**src/rtl/led_alert_sequencer.sv**
```systemverilog
`timescale 1ns/1ps
// led_alert_sequencer
// Shares the board's 4-LED blink indicator between four requesters. A
// round-robin arbiter picks an owner, which then gets its programmed number
// of on/off blinks, a dark gap, and a one-cycle done pulse. The module owns
// the blink-phase prescaler so the display path needs no free-running counter.
//
//   state | meaning
//   ------+-----------------------------------------------------------
//   IDLE  | no owner; round-robin search for the next request
//   ON    | LEDs lit for one phase
//   OFF   | LEDs dark for one phase; last OFF of the sequence leads to GAP
//   GAP   | dark phases after the final blink, then done and back to IDLE
module led_alert_sequencer #(
    parameter int TICK_DIV  = 25_000_000,
    parameter int CNT_W     = 27,
    parameter int GAP_TICKS = 4
) (
    input  logic        clk,
    input  logic        reset,
    input  logic        en,
    input  logic [3:0]  req,
    input  logic [11:0] blink_cnt,
    output logic [3:0]  grant,
    output logic [3:0]  done,
    output logic        busy,
    output logic [3:0]  leds
);

    localparam int               GAP_W      = (GAP_TICKS < 2) ? 1 : $clog2(GAP_TICKS + 1);
    localparam logic [CNT_W-1:0] PRESC_LOAD = CNT_W'(TICK_DIV - 1);
    localparam logic [GAP_W-1:0] GAP_LOAD   = GAP_W'(GAP_TICKS);

    typedef enum logic [1:0] {
        IDLE = 2'd0,
        ON   = 2'd1,
        OFF  = 2'd2,
        GAP  = 2'd3
    } state_t;

    state_t           state, state_nxt;
    logic [CNT_W-1:0] presc, presc_nxt;
    logic [3:0]       remaining, remaining_nxt;
    logic [GAP_W-1:0] gap_cnt, gap_nxt;
    logic [1:0]       last, last_nxt;
    logic [3:0]       grant_nxt;
    logic [3:0]       done_nxt;
    logic [3:0]       leds_nxt;
    logic             busy_nxt;
    logic             tick;
    logic             abandon;
    logic             found;
    logic [1:0]       win;
    logic [2:0]       win_field;

    // Phase boundary: prescaler terminal count, only counted while enabled.
    assign tick = (presc == '0) && en;

    // The owner dropping its request ends the sequence immediately, ahead of any tick.
    assign abandon = (state != IDLE) && ((req & grant) == 4'b0000);

    // Round-robin search starting one past the previous winner.
    always_comb begin
        found = 1'b0;
        win   = last;
        for (int s = 1; s <= 4; s++) begin
            if (!found && req[last + 2'(s)]) begin
                found = 1'b1;
                win   = last + 2'(s);
            end
        end
    end

    // Blink-count field belonging to the search winner.
    always_comb begin
        case (win)
            2'd0:    win_field = blink_cnt[2:0];
            2'd1:    win_field = blink_cnt[5:3];
            2'd2:    win_field = blink_cnt[8:6];
            default: win_field = blink_cnt[11:9];
        endcase
    end

    // Next-state, counters and registered-output values.
    always_comb begin
        state_nxt     = state;
        presc_nxt     = presc;
        remaining_nxt = remaining;
        gap_nxt       = gap_cnt;
        last_nxt      = last;
        grant_nxt     = grant;
        done_nxt      = 4'b0000;

        if (state != IDLE && en) begin
            presc_nxt = (presc == '0) ? PRESC_LOAD : presc - CNT_W'(1);
        end

        unique case (state)
            IDLE: begin
                if (en && found) begin
                    state_nxt     = ON;
                    grant_nxt     = 4'b0001 << win;
                    last_nxt      = win;
                    presc_nxt     = PRESC_LOAD;
                    remaining_nxt = (win_field == 3'd0) ? 4'd8 : {1'b0, win_field};
                end
            end
            ON: begin
                if (tick) begin
                    state_nxt = OFF;
                end
            end
            OFF: begin
                if (tick) begin
                    if (remaining == 4'd1) begin
                        state_nxt = GAP;
                        gap_nxt   = GAP_LOAD;
                    end else begin
                        remaining_nxt = remaining - 4'd1;
                        state_nxt     = ON;
                    end
                end
            end
            GAP: begin
                if (tick) begin
                    // A zero gap setting still yields one dark phase.
                    if (gap_cnt <= GAP_W'(1)) begin
                        state_nxt = IDLE;
                        gap_nxt   = '0;
                        grant_nxt = 4'b0000;
                        done_nxt  = grant;
                    end else begin
                        gap_nxt = gap_cnt - GAP_W'(1);
                    end
                end
            end
            default: state_nxt = IDLE;
        endcase

        if (abandon) begin
            state_nxt = IDLE;
            grant_nxt = 4'b0000;
            done_nxt  = 4'b0000;
        end

        busy_nxt = (grant_nxt != 4'b0000);
        leds_nxt = ((state_nxt == ON) && en) ? 4'b1111 : 4'b0000;
    end

    // State and output registers; synchronous reset.
    always_ff @(posedge clk) begin
        if (reset) begin
            state     <= IDLE;
            presc     <= PRESC_LOAD;
            remaining <= 4'd0;
            gap_cnt   <= '0;
            last      <= 2'd3;
            grant     <= 4'b0000;
            done      <= 4'b0000;
            busy      <= 1'b0;
            leds      <= 4'b0000;
        end else begin
            state     <= state_nxt;
            presc     <= presc_nxt;
            remaining <= remaining_nxt;
            gap_cnt   <= gap_nxt;
            last      <= last_nxt;
            grant     <= grant_nxt;
            done      <= done_nxt;
            busy      <= busy_nxt;
            leds      <= leds_nxt;
        end
    end

endmodule

```
**config.mk**
```make
export PLATFORM = sky130hd
export DESIGN_NAME = led_alert_sequencer
export DESIGN_NICKNAME = d
export VERILOG_FILES = /design/src/rtl/led_alert_sequencer.sv
export SDC_FILE = /design/constraint.sdc
export NUM_CORES = 1
export LEC_CHECK = 0
export ABC_AREA = 1
export BUFFER_PORTS_ARGS = -buffer_cell sky130_fd_sc_hd__buf_2
export CORE_MARGIN = 2
export CORE_UTILIZATION = 30
export CTS_BUF_LIST = sky130_fd_sc_hd__clkbuf_2
export CTS_CLUSTER_DIAMETER = 40
export DETAILED_ROUTE_END_ITERATION = 12
export PLACE_DENSITY = 0.44
export SYNTH_ARGS = -nofsm -noshare
export SYNTH_HDL_FRONTEND = slang
export SYNTH_SLANG_ARGS = --single-unit
```
**constraint.sdc**
```tcl
create_clock -name clk -period 3.5 [get_ports clk]
set_clock_uncertainty 0.1 [all_clocks]
set_input_delay 0.875 -clock clk [delete_from_list [all_inputs] [get_ports clk]]
set_output_delay 0.875 -clock clk [all_outputs]
set_load 0.005 [all_outputs]
```
; ---- Word-level counts from Yosys, hierarchy flattened
; Cells that the tools add are included.
[word_totals]
ff_bits = 51
elab_cells = 106
out_inout_bits = 13
[classes]
shifts = 1
bitwise_logic = 4
add_sub_neg = 6
n_lt_le_gt_ge = 5
eq_ne = 12
n_mux = 45
reduce_logical = 24
[op_table]
columns = cell, count
row1 = $mux W27, 4
row2 = $mux W4, 9
row3 = $logic_not A27 Y1, 1
row4 = $sub A27 B1 Y27 const B, 1
row5 = $mux W2, 11
row6 = $pmux W4 S2, 2
row7 = $lt A2 B3 Y1 const B, 4
row8 = $mux W3, 4
row9 = $ne A2 B2 Y1 const B, 5
row10 = $pmux W3 S3, 1
row11 = $bmux W1 S2, 4
row12 = $logic_and A1 B1 Y1, 8
row13 = $mux W1, 8
row14 = $pmux W2 S4, 1
row15 = $reduce_and A4 Y1, 2
row16 = $eq A2 B1 Y1 const B, 3
row17 = $eq A2 B2 Y1 const B, 3
row18 = $pmux W3 S2, 1
row19 = $reduce_bool A2 Y1, 3
row20 = $reduce_or A5 Y1, 1
row21 = $add A2 B2 Y2 const B, 2
row22 = $and A4 B4 Y4, 1
row23 = $eq A4 B1 Y1 const B, 1
row24 = $logic_not A2 Y1, 2
row25 = other kinds (11), 15

; ---- Depth between registers and ports, before layout
; Gate-level depths: netlist (run 1).
[logic_depth]
depth_word = 20
mapped_depth = 18

; ---- Worst setup path before layout (run 1)
; OpenSTA, ideal clock, no wires.
[synth_timing]
kind = in2reg
start = input port req[0]
end = register remaining[1]
stages = 12
arrival_time_ps = 2053
path_slack_ps = 1233
t_required_ps = 3285
path_cell_list = nand2_1 > nand2_2 > nand2_4 > nand2_4 > nor2_8 > nand3_1 > nand2_2 > nand2_2 > or2_1 > nand2_1 > nor2_1 > o21a_1
[synth_via]
elab_chain_len = 18
elab_cells_between_ends = 33
classes_between = 3 x eq/ne / 20 x mux / 10 x reduce/logical
[synth_rtl]
columns = item, line
row1 = "start, declared", 22  ; input logic [3:0] req,
row2 = $bmux W1 S2, 67  ; if (!found && req[last + 2'(s)]) begin
row3 = $mux W1 (implied by the code), 67
row4 = $mux W1, 67
row5 = $logic_not A1 Y1, 67
row6 = $logic_and A1 B1 Y1, 67
row7 = $mux W1, 67
row8 = $logic_not A1 Y1, 67
row9 = $logic_and A1 B1 Y1, 67
row10 = (+2 left out), --
row11 = $logic_and A1 B1 Y1, 67
row12 = $mux W2, 67
row13 = "$eq A2 B2 Y1, or another cell as far along", 76  ; case (win)
row14 = $pmux W3 S3, 76
row15 = $logic_not A3 Y1, 105  ; remaining_nxt = (win_field == 3'd0) ? 4'd8 : {1'b0, win_field};
row16 = $mux W4, 105
row17 = $mux W4, 100  ; if (en && found) begin
row18 = $pmux W4 S2, 98  ; unique case (state)
row19 = "end signal, assigned", 165  ; remaining <= remaining_nxt;
row20 = "end, declared", 43  ; logic [3:0] remaining, remaining_nxt;
; Several ways; a longest one is shown, not always the timed one. The select of a mux whose other input is x is not followed.
; A chain may end at the register's enable or synchronous reset.

; ---- Final worst setup path (run 1)
[layout_timing]
start = register state[1]
end = register presc[26]
[layout_via]
elab_chain_len = 5
elab_cells_between_ends = 6
classes_between = 3 x mux / 3 x reduce/logical
[layout_rtl]
columns = item, line
row1 = "start, declared", 41  ; state_t state, state_nxt;
row2 = "start signal, assigned", 163  ; state <= state_nxt;
row3 = $reduce_bool A2 Y1, 94  ; if (state != IDLE && en) begin
row4 = $logic_and A1 B1 Y1, 94
row5 = $mux W27, 94
row6 = $mux W27, 100
row7 = $mux W27 *, 98
row8 = "end signal, assigned", 164  ; presc <= presc_nxt;
row9 = "end, declared", 42  ; logic [CNT_W-1:0] presc, presc_nxt;
; Every way passes the cells marked *; elsewhere a longest branch is shown, timed or not.

==> metrics, run 1 <==
portion of total power attributed to combinational logic=62.1%; max cap viols=0; total setup buffers inserted after CTS=0; most instantiated flip-flop cell in the synthesis netlist=dfxtp_1; EDFF count, synth=0; site row count=36; GRT Util Overall=14.3%; launch instance of the worst min-delay path=grant[1]$_SDFF_PP0_; gate family responsible for the most delay along the worst path=simple AND/OR/NAND/NOR gates; antenna violations before repair=0; final RePlAce weighted congestion=between 0.8 and 0.9; maximum net fanout on the critical path=6; global-route wire length before repair=around 13000 um; clock insertion delay at the later pin of the skew report=approximately 0.43 ns; CTS tree=done; delay of the slowest critical-path stage=0.45 ns; net switching share of the total power=between 50% and 60%; antenna fix cells=0; largest net degree at the start of global routing=17; reg-to-reg slack, setup=between 0.9 and 1 ns; total core area=9860 um2; Worst R2R End=presc[26]$_SDFF_PP0_; count of pins on the block boundary=32; Seq cells post-synth=48; most common cell in the netlist=nand2_1; average size of a mapped cell=a little under 7 um2; arrival time reported for the critical path endpoint=around 2.8 ns; hold buffer count at cts=0; final routed wirelength across all metal layers=about 7400 um; fin worst setup slack=a little over 0.9 ns; leading post-synthesis cells by cell area=dfxtp_1 31%, nand2_1 11%, nand3_1 7.8%; # clock sinks=48; # resized after CTS=0; placed cell count=roughly 600; number of buffers created by CTS=5; horizontal die dimension=105 um; level count of the clock H-tree=2; proportion of power drawn by the clock network=a little under a tenth; start of the worst register-to-register path=state[1]$_SDFF_PP0_; top achievable clock speed=between 300 and 400 MHz; drt first-iter violations=roughly 120; synthesized netlist net count=477; kind of end point of the critical path=register; root cell of the clock tree=clkbuf_2; hold slack final=a little over 0.4 ns; Yosys Warn Count=0; start-to-end type of the worst setup path=register to register; critical path depth in cells=14; Post-Place Setup Slack=0.760 ns; count of input and output buffers=31; via count=approximately 2800; total power per unit cell area=between 700 and 800 nW/um2; Nets=between 500 and 600; initial core utilization=31.1%; list of most frequent post-synthesis cells=92 x nand2_1, 54 x inv_1, 48 x dfxtp_1, 48 x nand3_1, 48 x nor2_1; worst slew margin relative to its limit=72.5%; share of synthesized registers carrying an async set or reset=0%; vias in the first global route=2781; share of the yosys chip area belonging to registers=between 30% and 40%; remaining routing DRC violations=0; buffers plus inverters on the worst setup path=3; synth unique cells=43; die area=11100 um2; cell mode on critical path=nor3_2; die boundary height=about 110 um; IR Drop Worst-Case VDD=about 0.00025 V; share of cells above drive strength 1=18.2%; remaining global-route overflow=0; vias per inst=4.55; total net switching power=between 1 and 1.5 mW; total iterations of the first detailed-routing run=4; total setup violations reported at the end of the flow=0; setup repair after global routing missed its margin=no; portion of synthesized cell area occupied by the leading cell type=31.3%; post-detailed-placement half-perimeter wirelength=~5900 um; Critical Path Source Type=register; minimum period implied by the final worst setup slack=roughly 2.6 ns; overall power after layout=roughly 2.4 mW; Longest Clk Path Bufs=2; Critical path origin=state[1]$_SDFF_PP0_; leading area contributor after synthesis=dfxtp_1; TNS Setup=0 ns; post-detailed-route count of antenna-violating nets=0; number of hold-slack violations in the final timing report=0; Lkg Pwr=~1.5 nW; count of final max-slew check failures=0; signed area change from the synthesized netlist to the final layout=9.90%; Synth Cell Area=slightly above 3000 um2; Crit-path slowest cell=dfxtp_1; cell internal power dissipation=around 1.2 mW; actual slew at the worst max-slew pin=around 0.4 ns; sequential fraction of design power=approximately 28%; status=finished, final reports clean; cell count after synthesis=448; r2r worst-path depth=14; Req. time, crit path=about 3.8 ns; path type of the worst min-delay path=register to register; wire per inst=12.1 um; Reg clk slew, reported paths=between 0.2 and 0.25 ns; capture point of the worst path=presc[26]$_SDFF_PP0_; count of placed standard cells in the final layout, fillers left out=about 610; post-route clock period utilization=73.9%; Cell Chain, Critical Path=inv_1 > ha_1 > inv_2 > nand2_2 > nor3_2 > inv_1 > nor2_1 > nand2_1 > nor3_2 > nand2_1 > nor3_2 > nand3_1 > xor2_1 > nor2_2
## worst min-delay path, stage by stage, from the launching register on
cell and delay [ns]:
dfxtp_1 0.39, inv_1 0.08, nor2_1 0.05
## worst min-delay path by stage
| stage | to | slack [ns] | cells after the start |
|---|---|---|---|
| floorplan | presc[0]$_SDFF_PP1_ | 0.34 | 2 |
| finish | done[1]$_SDFF_PP0_ | 0.41 | 2 |
| global placement | presc[0]$_SDFF_PP1_ | 0.37 | 2 |
| detailed placement | presc[0]$_SDFF_PP1_ | 0.36 | 2 |
| CTS | presc[0]$_SDFF_PP1_ | 0.41 | 2 |
| global route | presc[0]$_SDFF_PP1_ | 0.44 | 2 |
## per-stage QoR
stage | cell area, um2 | utilization [%]
6_report | 3370 | 34.2
5_1_grt | 3370 | 34.2
4_1_cts | 3370 | 34.2
3_5_place_dp | 3340 | 33.8
3_3_place_gp | 3340 | 33.8
2_1_floorplan | 3070 | -
## placed cells by master, fill, tap and decap left out, drive strengths merged, types with 2 or more instances in the layout
cell type	instances
dfxtp	48
nor4	4
nor2	61
a21oi	20
o21ai	22
or2	8
nand3	49
clkbuf	7
buf	32
xor2	13
o211ai	2
xnor2	2
nand2	107
nand4	9
nand3b	4
ha	10
inv	59
a211oi	2
nor3	14
## kinds of logic (layout without fill, tap and decap cells)
family | after synthesis | after routing | synth area share [%]
flops | 48 | 48 | 31.3
xor+xnor | 15 | 15 | 4.28
compound gates | 50 | 50 | 9.17
simple gates | 257 | 257 | 41.8
fa+ha+maj | 10 | 10 | 4.07
buf+inv | 68 | 99 | 9.37
## registers in the layout, indices dropped and copies added, names as in the netlist
signal / cells
leds: 1
state: 2
done: 4
remaining: 4
busy: 1
presc: 27
grant: 4
last: 2
gap_cnt: 3
## final cells by class
type / instances / area [um2]
tap: 133 / 166
clock buffer: 7 / 35.0
sequential: 48 / 961
clock inverter: 1 / 3.75
multi-input combinational: 332 / 1820
inverter: 59 / 224
timing repair buffer: 32 / 163
fill: 1085 / 6490
## power groups by stage
stage | registers [mW] | logic, mW | clock network (mW)
after floorplan | 0.659 | 1.20 | 0
after global placement | 0.684 | 1.48 | 0
after detailed placement | 0.684 | 1.48 | 0
after CTS | 0.673 | 1.49 | 0.244
after global routing | 0.684 | 1.69 | 0.264
final | 0.671 | 1.47 | 0.227
## routing by layer
layer	vias up	part of all wire (%)	GRT usage, %
li1	1509	-	-
met1	1216	50	19.3
met2	46	45	23.4
met3	14	2.7	1.81
met4	0	2.3	5.05
met5	-	0	0
(Power assumes the default switching activity.)
==> run 2: changes to the inputs <==
==> constraint.sdc (replaced) <==
create_clock -name clk -period 2.56 [get_ports clk]
set_clock_uncertainty 0.1 [all_clocks]
set_input_delay 0.64 -clock clk [delete_from_list [all_inputs] [get_ports clk]]
set_output_delay 0.64 -clock clk [all_outputs]
set_load 0.005 [all_outputs]
==> run 2 against run 1 <==
  * First-iteration DRC count is 1.7% lower
  * Die area stayed put
  * Critical path type unchanged
  * Global-route usage down 0.35 points
  * Critical endpoint unchanged
  * Combinational power is 39% higher
  * Highest routed layer unchanged
==> metrics, run 2 (synthesis gave the netlist of run 1 again) <==
maximum net fanout on the critical path=6; remaining global-route overflow=0; Longest Clk Path Bufs=2; minimum period implied by the final worst setup slack=2.37 ns; Nets=a little over 500; wire per inst=between 10 and 15 um; # clock sinks=between 40 and 50; Crit-path slowest cell=dfxtp_2; largest net degree at the start of global routing=17; signed area change from the synthesized netlist to the final layout=12.4%; GRT Util Overall=14.0%; number of buffers created by CTS=5; total setup violations reported at the end of the flow=0; Worst R2R End=presc[26]$_SDFF_PP0_; root cell of the clock tree=clkbuf_2; setup repair after global routing missed its margin=no; count of final max-slew check failures=0; max cap viols=0; number of hold-slack violations in the final timing report=0; TNS Setup=0 ns; die area=~11000 um2; CTS tree=done; horizontal die dimension=roughly 110 um; die boundary height=between 100 and 150 um; path type of the worst min-delay path=register to register; total iterations of the first detailed-routing run=4; leading cell types in the layout, fill and taps excluded=90 x nand2_1, 54 x inv_1, 48 x nand3_1; remaining routing DRC violations=0; via count=around 2900; post-detailed-route count of antenna-violating nets=0; post-route clock period utilization=between 90 and 100%; footprint of the multi-input gates=1860 um2; Req. time, crit path=2.80 ns; register cell area after layout=963 um2; vias in the first global route=around 2800; status=finished, final reports clean; r2r worst-path depth=14; kind of end point of the critical path=register; Cells on Worst Hold Path=2; IR Drop Worst-Case VDD=about 0.00035 V; delay of the slowest critical-path stage=around 0.40 ns; Reg clk slew, reported paths=0.24 ns; final RePlAce weighted congestion=approximately 0.83; flip-flop count of the largest register, all copies and words added=27; total power per unit cell area=948 nW/um2; share of cells above drive strength 1=20.5%; top achievable clock speed=~420 MHz; start-to-end type of the worst setup path=register to register; Critical path origin=state[0]$_SDFF_PP0_; Worst Hold Endpoint=presc[0]$_SDFF_PP1_; antenna violations before repair=0; arrival time reported for the critical path endpoint=2.61 ns; level count of the clock H-tree=2; initial core utilization=31.1%; total core area=just under 10000 um2; count of input and output buffers=31; Critical Path Source Type=register; drt first-iter violations=between 100 and 150; vias per inst=4.71; launch instance of the worst min-delay path=presc[0]$_SDFF_PP1_; actual slew at the worst max-slew pin=approximately 0.43 ns; global-route wire length before repair=between 10000 and 15000 um; Lkg Pwr=between 1.5 and 2 nW; final routed wirelength across all metal layers=between 7000 and 8000 um; antenna fix cells=0; reg-to-reg slack, setup=0.19 ns; most flop-heavy register=presc; count of pins on the block boundary=32; start of the worst register-to-register path=state[0]$_SDFF_PP0_; final cell area excluding filler cells=3450 um2; post-detailed-placement half-perimeter wirelength=5870 um; area post-placement=3350 um2; cell mode on critical path=nand2_2; worst slew margin relative to its limit=71.2%; count of filler cells inserted in the layout=approximately 1100; site row count=36; Cell Chain, Critical Path=inv_1 > ha_2 > inv_2 > nand2_2 > nor3_2 > inv_1 > nor2_2 > nand2_2 > nor3_4 > nand2_2 > nor3_4 > nand3_1 > xor2_1 > nor2_2; clock insertion delay at the later pin of the skew report=slightly above 0.4 ns; most common cell after layout, fill and taps aside=nand2_1
[run 2: metrics by stage]
step | cells | setup slack (ns) | hold slack (ns) | power (mW) | util, %
after floorplan | 448 | 0.387 | 0.343 | 2.54 | -
after global placement | 606 | 0.109 | 0.374 | 2.97 | 34.0
after detailed placement | 606 | 0.0657 | 0.365 | 2.96 | 34.0
after CTS | 614 | 0.0422 | 0.405 | 3.28 | 34.4
after global routing | 617 | 0.00655 | 0.402 | 3.64 | 35.0
final | 617 | 0.190 | 0.401 | 3.27 | 35.0
[run 2: how the worst max path moves through the flow]
stage	slack, ns	end	depth (start not counted)
finish	0.19	presc[26]$_SDFF_PP0_	14
detailed placement	0.07	presc[26]$_SDFF_PP0_	14
CTS	0.04	presc[26]$_SDFF_PP0_	14
floorplan	0.39	presc[19]$_SDFF_PP1_	12
global route	0.007	presc[19]$_SDFF_PP1_	12
global placement	0.11	presc[26]$_SDFF_PP0_	14
[run 2: area by class of cell]
cell class | instances | share of cell area [%]
inverter | 59 | 6.49
multi-input combinational | 332 | 53.8
sequential | 48 | 27.9
tap | 133 | 4.82
timing repair buffer | 37 | 5.80
clock inverter | 2 | 0.326
clock buffer | 6 | 0.870
[run 2: metal layers]
layer	part of all wire [%]	global-route usage, %	vias to the layer above
li1	-	-	1521
met1	48	18.2	1316
met2	47	24.4	62
met3	3.7	2.18	7
met4	0.88	2.86	0
met5	0	0	-
[run 2: worst max-delay path, delay by kind of cell (launching register included)]
kind,cells,cell delay [ns]
flip-flops,1,0.40
AND/OR/NAND/NOR,9,1.15
adder cells (fa/ha/maj),1,0.23
XOR/XNOR,1,0.17
buffers and inverters,3,0.26
[run 2: report_power, final]
part | internal, mW | leakage (nW) | switching, mW | total (mW)
clock | 0.0682 | 0.0266 | 0.240 | 0.308
combinational | 0.696 | 1.16 | 1.35 | 2.05
sequential | 0.836 | 0.391 | 0.0811 | 0.917
[run 2: what timing repair did]
action,in CTS,in global routing
setup endpoints to repair,0,9
hold buffers,0,0
gates resized for setup,0,11
setup buffers,0,3
